==> config.mk <==
export PLATFORM = sky130hd
export DESIGN_NAME = button_event
export DESIGN_NICKNAME = d
export VERILOG_FILES = /design/src/rtl/button_event.sv
export SDC_FILE = /design/constraint.sdc
export NUM_CORES = 1
export LEC_CHECK = 0
export ABC_AREA = 1
export CAP_MARGIN = 20
export CORE_ASPECT_RATIO = 0.5
export CORE_MARGIN = 2
export CORE_UTILIZATION = 53
export DETAILED_ROUTE_END_ITERATION = 8
export PLACE_DENSITY = 0.69
export RECOVER_POWER = 50
export SLEW_MARGIN = 25
export SYNTH_ARGS = -nofsm -noshare
export SYNTH_HDL_FRONTEND = slang
export SYNTH_SLANG_ARGS = --single-unit
==> constraint.sdc <==
create_clock -name clk -period 2.3 [get_ports clk]
set_input_delay 0.46 -clock clk [delete_from_list [all_inputs] [get_ports clk]]
set_output_delay 0.46 -clock clk [all_outputs]
set_load 0.05 [all_outputs]
==> src/rtl/button_event.sv <==
// -----------------------------------------------------------------------------
// button_event
//
// Classifies gestures on a clean, clk-synchronous button level (typically the
// debouncer's o_sync output) and emits single-cycle event pulses for press,
// release, click, double-click and long-press. An optional auto-repeat pulse
// train is produced while the button stays held after a long-press.
//
// Optional feature macro: BUTTON_REPEAT_EN
//   defined   : o_repeat pulses every REPEAT_CYCLES while held in LONG
//   undefined : no repeat logic, o_repeat tied to 0
//
// Parameters
//   LONG_CYCLES    cycles held (from press) before o_long fires        (>=2)
//   DCLICK_CYCLES  max cycles from release to 2nd press for dclick     (>=2)
//   REPEAT_CYCLES  auto-repeat period after o_long                     (>=2)
//   ACTIVE_LOW     1: i_sync==0 means pressed
//   CNT_BITS       shared timer width
//
// Ports
//   clk        system clock
//   rst        synchronous reset, active-high
//   i_sync     debounced button level
//   o_held     registered pressed level (after polarity)
//   o_press    1-cycle pulse on every press
//   o_release  1-cycle pulse on every release
//   o_click    1-cycle pulse: short press not followed by a second press
//   o_dclick   1-cycle pulse: two short presses within DCLICK_CYCLES
//   o_long     1-cycle pulse when the hold reaches LONG_CYCLES
//   o_repeat   1-cycle auto-repeat pulse (0 without BUTTON_REPEAT_EN)
// -----------------------------------------------------------------------------
module button_event #(
  parameter int LONG_CYCLES   = 50_000_000,
  parameter int DCLICK_CYCLES = 12_500_000,
  parameter int REPEAT_CYCLES = 10_000_000,
  parameter bit ACTIVE_LOW    = 1'b0,
  parameter int CNT_BITS      = $clog2(
      (LONG_CYCLES > DCLICK_CYCLES)
        ? ((LONG_CYCLES > REPEAT_CYCLES) ? LONG_CYCLES : REPEAT_CYCLES)
        : ((DCLICK_CYCLES > REPEAT_CYCLES) ? DCLICK_CYCLES : REPEAT_CYCLES)) + 1
) (
  input  logic clk,
  input  logic rst,
  input  logic i_sync,
  output logic o_held,
  output logic o_press,
  output logic o_release,
  output logic o_click,
  output logic o_dclick,
  output logic o_long,
  output logic o_repeat
);

  typedef enum logic [2:0] {
    IDLE  = 3'd0,
    DOWN  = 3'd1,
    GAP   = 3'd2,
    DOWN2 = 3'd3,
    LONG  = 3'd4
  } state_t;

  localparam logic [CNT_BITS-1:0] LONG_LAST   = CNT_BITS'(LONG_CYCLES - 1);
  localparam logic [CNT_BITS-1:0] DCLICK_LAST = CNT_BITS'(DCLICK_CYCLES - 1);

  state_t              state_reg;
  logic [CNT_BITS-1:0] timer_reg;
  logic                lvl_reg;
  logic                prev_reg;
  logic                rise;
  logic                fall;

  // Edge detect on the polarity-corrected two-stage level pipeline.
  assign rise   = lvl_reg & ~prev_reg;
  assign fall   = ~lvl_reg & prev_reg;

  // prev_reg already carries the pressed level with the same latency as the
  // press/release pulses, so it is exported directly.
  assign o_held = prev_reg;

`ifdef BUTTON_REPEAT_EN
  localparam logic [CNT_BITS-1:0] REPEAT_LAST = CNT_BITS'(REPEAT_CYCLES - 1);
  logic repeat_reg;
  assign o_repeat = repeat_reg;
`else
  assign o_repeat = 1'b0;
`endif

  always_ff @(posedge clk) begin
    if (rst) begin
      state_reg <= IDLE;
      timer_reg <= '0;
      lvl_reg   <= 1'b0;
      prev_reg  <= 1'b0;
      o_press   <= 1'b0;
      o_release <= 1'b0;
      o_click   <= 1'b0;
      o_dclick  <= 1'b0;
      o_long    <= 1'b0;
`ifdef BUTTON_REPEAT_EN
      repeat_reg <= 1'b0;
`endif
    end else begin
      lvl_reg   <= i_sync ^ ACTIVE_LOW;
      prev_reg  <= lvl_reg;

      // Press/release follow the level edges regardless of gesture state.
      o_press   <= rise;
      o_release <= fall;
      o_click   <= 1'b0;
      o_dclick  <= 1'b0;
      o_long    <= 1'b0;
`ifdef BUTTON_REPEAT_EN
      repeat_reg <= 1'b0;
`endif

      // Free-running saturating timer; every state change below overrides
      // this with a clear.
      if (timer_reg != '1) begin
        timer_reg <= timer_reg + 1'b1;
      end

      // Edges are tested before timer thresholds so that a coincident edge
      // wins over a timeout.
      case (state_reg)
        IDLE: begin
          if (rise) begin
            state_reg <= DOWN;
            timer_reg <= '0;
          end
        end

        DOWN: begin
          if (fall) begin
            state_reg <= GAP;
            timer_reg <= '0;
          end else if (timer_reg == LONG_LAST) begin
            state_reg <= LONG;
            timer_reg <= '0;
            o_long    <= 1'b1;
          end
        end

        GAP: begin
          if (rise) begin
            state_reg <= DOWN2;
            timer_reg <= '0;
          end else if (timer_reg == DCLICK_LAST) begin
            state_reg <= IDLE;
            timer_reg <= '0;
            o_click   <= 1'b1;
          end
        end

        DOWN2: begin
          if (fall) begin
            state_reg <= IDLE;
            timer_reg <= '0;
            o_dclick  <= 1'b1;
          end else if (timer_reg == LONG_LAST) begin
            // A second press that turns into a hold reports only the long.
            state_reg <= LONG;
            timer_reg <= '0;
            o_long    <= 1'b1;
          end
        end

        LONG: begin
          if (fall) begin
            state_reg <= IDLE;
            timer_reg <= '0;
          end
`ifdef BUTTON_REPEAT_EN
          else if (timer_reg == REPEAT_LAST) begin
            // Same state, so restart the period by hand.
            timer_reg  <= '0;
            repeat_reg <= 1'b1;
          end
`endif
        end

        default: begin
          state_reg <= IDLE;
          timer_reg <= '0;
        end
      endcase
    end
  end

endmodule

Word-level counts from Yosys, hierarchy flattened
Index checks and enable logic that the tools add are counted.

Register bits after elaboration: 37. Input bits: 3. Output and inout port bits: 7. Word-level logic and storage cells: 52.

$add $sub $neg: 1. Eq/ne operators: 10. Muxes and demuxes: 19. Bitwise gates (word level): 7. Reductions and logical operators: 6.

Operator list (number): $mux 27 (7); $pmux 27 s4 (1); $add 27x1->27 const B (1); $eq 27x24->1 const B (1); $eq 27x26->1 const B (1); $ne 27x27->1 const B (1); $mux 3 (7); $pmux 3 s5 (1); $eq 3x2->1 const B (2); $reduce_or 3->1 (2); $not 1->1 (5); $ne 2x2->1 const B (2); $reduce_or 2->1 (2); $eq 3x1->1 const B (1); $eq 3x3->1 const B (1); $logic_not 3->1 (1); $mux 1 (3); $ne 3x3->1 const B (1); $reduce_and 3->1 (1); $and 1x1->1 (2).

Logic depth before layout (Yosys ltp)
Depth after elaboration: 5. Gate-level depth with buffers: 11. Mapped depth without buffers: 10.

Worst setup path after synthesis
Ideal clock, no wire load.

Path kind: reg2reg. From: register timer_reg[0]. To: register timer_reg[16]. Setup time: 0.117 ns. Arrival time: 1.563 ns. Data required time: 2.183 ns. Path slack: 0.620 ns. Stages on the path, launching flop included: 12. Path buffers: 1. Period minus slack after synthesis: 1.680 ns. Path through: dfxtp_1 > ha_1 > nand2_2 > nor2_8 > nand3_4 > nor2_2 > nand2_1 > nand2_1 > nand3_2 > nand2_4 > buf_8 > nor2_1.

Cells in the longest elaborated chain, start to end: 5. Elaborated cells on any way between the ends: 12. Those cells by class: add/sub: 1; eq/ne: 3; mux: 8.

RTL lines: start: declaration (line 66) `logic [CNT_BITS-1:0] timer_reg;`; start signal: assignment (line 119) `timer_reg <= timer_reg + 1'b1;`; $add 27x1->27 / $ne 27x27->1 (equally long branches) (line 119, 118); $mux 27 (line 118) `if (timer_reg != '1) begin`; $mux 27, on equally long branches (line 136, 159, 147); $mux 27, on equally long branches (line 155, 144); $pmux 27 s4 (*) (line 124) `case (state_reg)`.

Mark *: on every way between the ends. The rest lies on a longest branch, timed or not. A chain may end at the register's enable or synchronous reset.

Worst setup path after layout
From: register timer_reg[1]. To: register timer_reg[15].

Same word-level chain as after synthesis.

==> impl_metrics.toml <==
[clock_tree]
cts_tree = "done"
cts_htree_levels = 2
clkSinkCount = 37
postCtsResizedCells = 0
insertion_delay_ns = 0.29
post_cts_buffers = 0
clkSlewWorstSetupHoldPaths_ns = 0.08
cts_inserted_buffers = 5
cts_buffer_depth = 2
cts-root-buf = "clkbuf_8"
cts_hold_buf = 0

[detailed_routing]
avgViaCountPerCell = 5.15
wl_per_cell_um = 12.8
vias = 2121
wirelength_um = 5280
route.detailed.drc = 0
ant_nets = 0
drt_iter0_markers = 205
first_pass_iters = 4

[timing]
hold_ws_ns = 0.439
setup-tns-final_ns = 0
skew_ns = 0.00942
fmax_ghz = 0.479
post-route-period-util_pct = 90.9
slew_viol_final = 0
setup_viol = 0
tightest_slew_ns = 0.497
min_period_ns = 2.09
rsz0062_at_grt = "false"
max_slew_margin_pct = 66.8
hold_viol = 0

[floorplanning]
die_w_um = 94.6
core_um2 = 3920
dieArea_um2 = 4670
std_cell_rows = 16
die_h_um = 49.3
initial_core_util_pct = 55.5
io_pins = 10

[job]
cap_viol_max_count = 0

[worst_setup_path]
cp_data_arrival_time_ns = 2.32
r2r_slack_ns = 0.21
r2r_end = "timer_reg[15]"
crit_path_end_kind = "flop"
cp_slowest_cell = "dfxtp_1"
cp_max_fo = 12
reg2reg_from = "timer_reg[1]"
cp_slowest_stage_delay_ns = 0.39
r2r_cells = 9
path_class = "reg2reg"
cp_top_family = "simple AND/OR/NAND/NOR gates"
crit_chain = "ha_1 > nand2_1 > nor2_8 > nand2_2 > nor2_4 > nand3_2 > inv_2 > a21oi_1 > nor2_1"
start_kind = "flop"
required_ns = 2.53
critPathBufInv = 1

[synthesis]
synth_cells = 346
synth.distinct_cells = 31
netlist.area_leader.share_pct = 34.0
yosysWarnings = 0
synth_top_area_cell = "dfxtp_1"
ys_ff_latch = 37
syn_area_per_cell_um2 = 6.29
synth_area_leaders = "dfxtp_1, nor2_1, nand2_1, inv_1, nand3_1"
synth_area_um2 = 2180
synth_nets = 350
ys_seq_area_share_pct = 34.0

[layout]
layout-drive-gt1-share_pct = 6.15
final_cell_mix = "nor2_1, nand2_1, inv_1"
layout_commonest_cell = "nor2_1"
antennaDiodeCount = 0
largest_reg_flops = 27
num-nets-final = 361
syn2layout_area_growth_pct = 8.85

[placed_design]
hpwl_um = 4060
place.gp.congestion = 0.913
port_buffers = 8

[power_and_ir_drop]
power.leakage_nw = 0.979
cellPowerDensity_nw_per_um2 = 528
ir_worst_vdd_v = 0.000343

[hold_path]
holdPathEnd = "o_held"
hold_depth = 2
hold_path_class = "reg2reg"
worstHoldStart = "lvl_reg"

[global_routing]
antenna_found_initial = 0
grt_start_max_net_pins = 28
grt_usage_pct = 24.3
grt-ovfl-total = 0
grt_pass1_wl_um = 8530
grt_pass1_vias = 1836

[run_status]
status = "finished clean"
## cell usage after synthesis
cell type	instances
a21o_1	3
a21oi_1	9
a32oi_1	1
and3_1	1
buf_4	2
buf_6	1
buf_8	2
clkbuf_1	1
conb_1	1
dfxtp_1	37
ha_1	1
inv_1	47
inv_2	3
nand2_1	77
nand2_2	3
nand2_4	1
nand3_1	28
nand3_2	2
nand3_4	1
nand4_1	6
nor2_1	89
nor2_2	1
nor2_4	2
nor2_8	1
nor3_1	5
o21ai_0	6
o21ai_1	2
o21bai_1	1
or2_1	1
or2_2	1
xor2_1	10
## final cells by class
class | instances | area [um2]
Fill cell | 387 | 1550
Multi-Input combinational cell | 253 | 1180
Sequential cell | 37 | 741
Inverter | 50 | 188
Clock buffer | 7 | 96.3
Timing Repair Buffer | 10 | 91.3
Tap cell | 54 | 67.6
Clock inverter | 1 | 5.00
## power breakdown
group	internal, mW	total [mW]	switching (mW)
clock network	0.271	0.512	0.241
logic	0.0236	0.0811	0.0576
registers	0.650	0.659	0.00871
total	0.945	1.25	0.307
## worst max-delay path by stage
stage                 startpoint       endpoint  slack [ns]  cells past startpoint
floorplan           timer_reg[0]  timer_reg[16]        0.62                     11
global placement    timer_reg[0]   timer_reg[1]        0.41                      9
detailed placement  timer_reg[0]   timer_reg[1]        0.30                      9
CTS                 timer_reg[0]   timer_reg[1]        0.29                      9
global route        timer_reg[1]  timer_reg[15]        0.06                      9
finish              timer_reg[1]  timer_reg[15]        0.21                      9
## worst min-delay path, delay by kind of cell, from the launching register on
kind | cells | cell delay, ns
buffers and inverters | 1 | 0.05
AND/OR/NAND/NOR | 1 | 0.03
flip-flops | 1 | 0.32
## per-layer routing
layer	routed length (um)	vias to the layer above	part of all wire [%]	track usage [%]
li1	-	1083	-	-
met1	2680	951	51	34.4
met2	2060	72	39	35.0
met3	439	15	8.3	7.26
met4	106	0	2.0	8.70
met5	0	-	0	0
## per-stage QoR
step           total power, mW  setup WS [ns]  instances  instance area [um2]  utilization [%]
2_1_floorplan            0.748          0.620        346                 2180                -
3_3_place_gp             0.756          0.406        404                 2280             58.1
3_5_place_dp             0.757          0.296        404                 2280             58.1
4_1_cts                   1.25          0.288        412                 2380             60.7
5_1_grt                   1.30         0.0626        412                 2370             60.4
6_report                  1.25          0.210        412                 2370             60.4
## cell families after synthesis
logic type	share of synthesized area (%)
AO/OA/AOI/OAI	5.69
buffers and inverters	11.4
AND/OR/NAND/NOR	44.1
adder cells (fa/ha/maj)	0.575
flip-flops	34.0
other	0.172
XOR/XNOR	4.02
No activity file was read; power rests on OpenSTA's default activity.
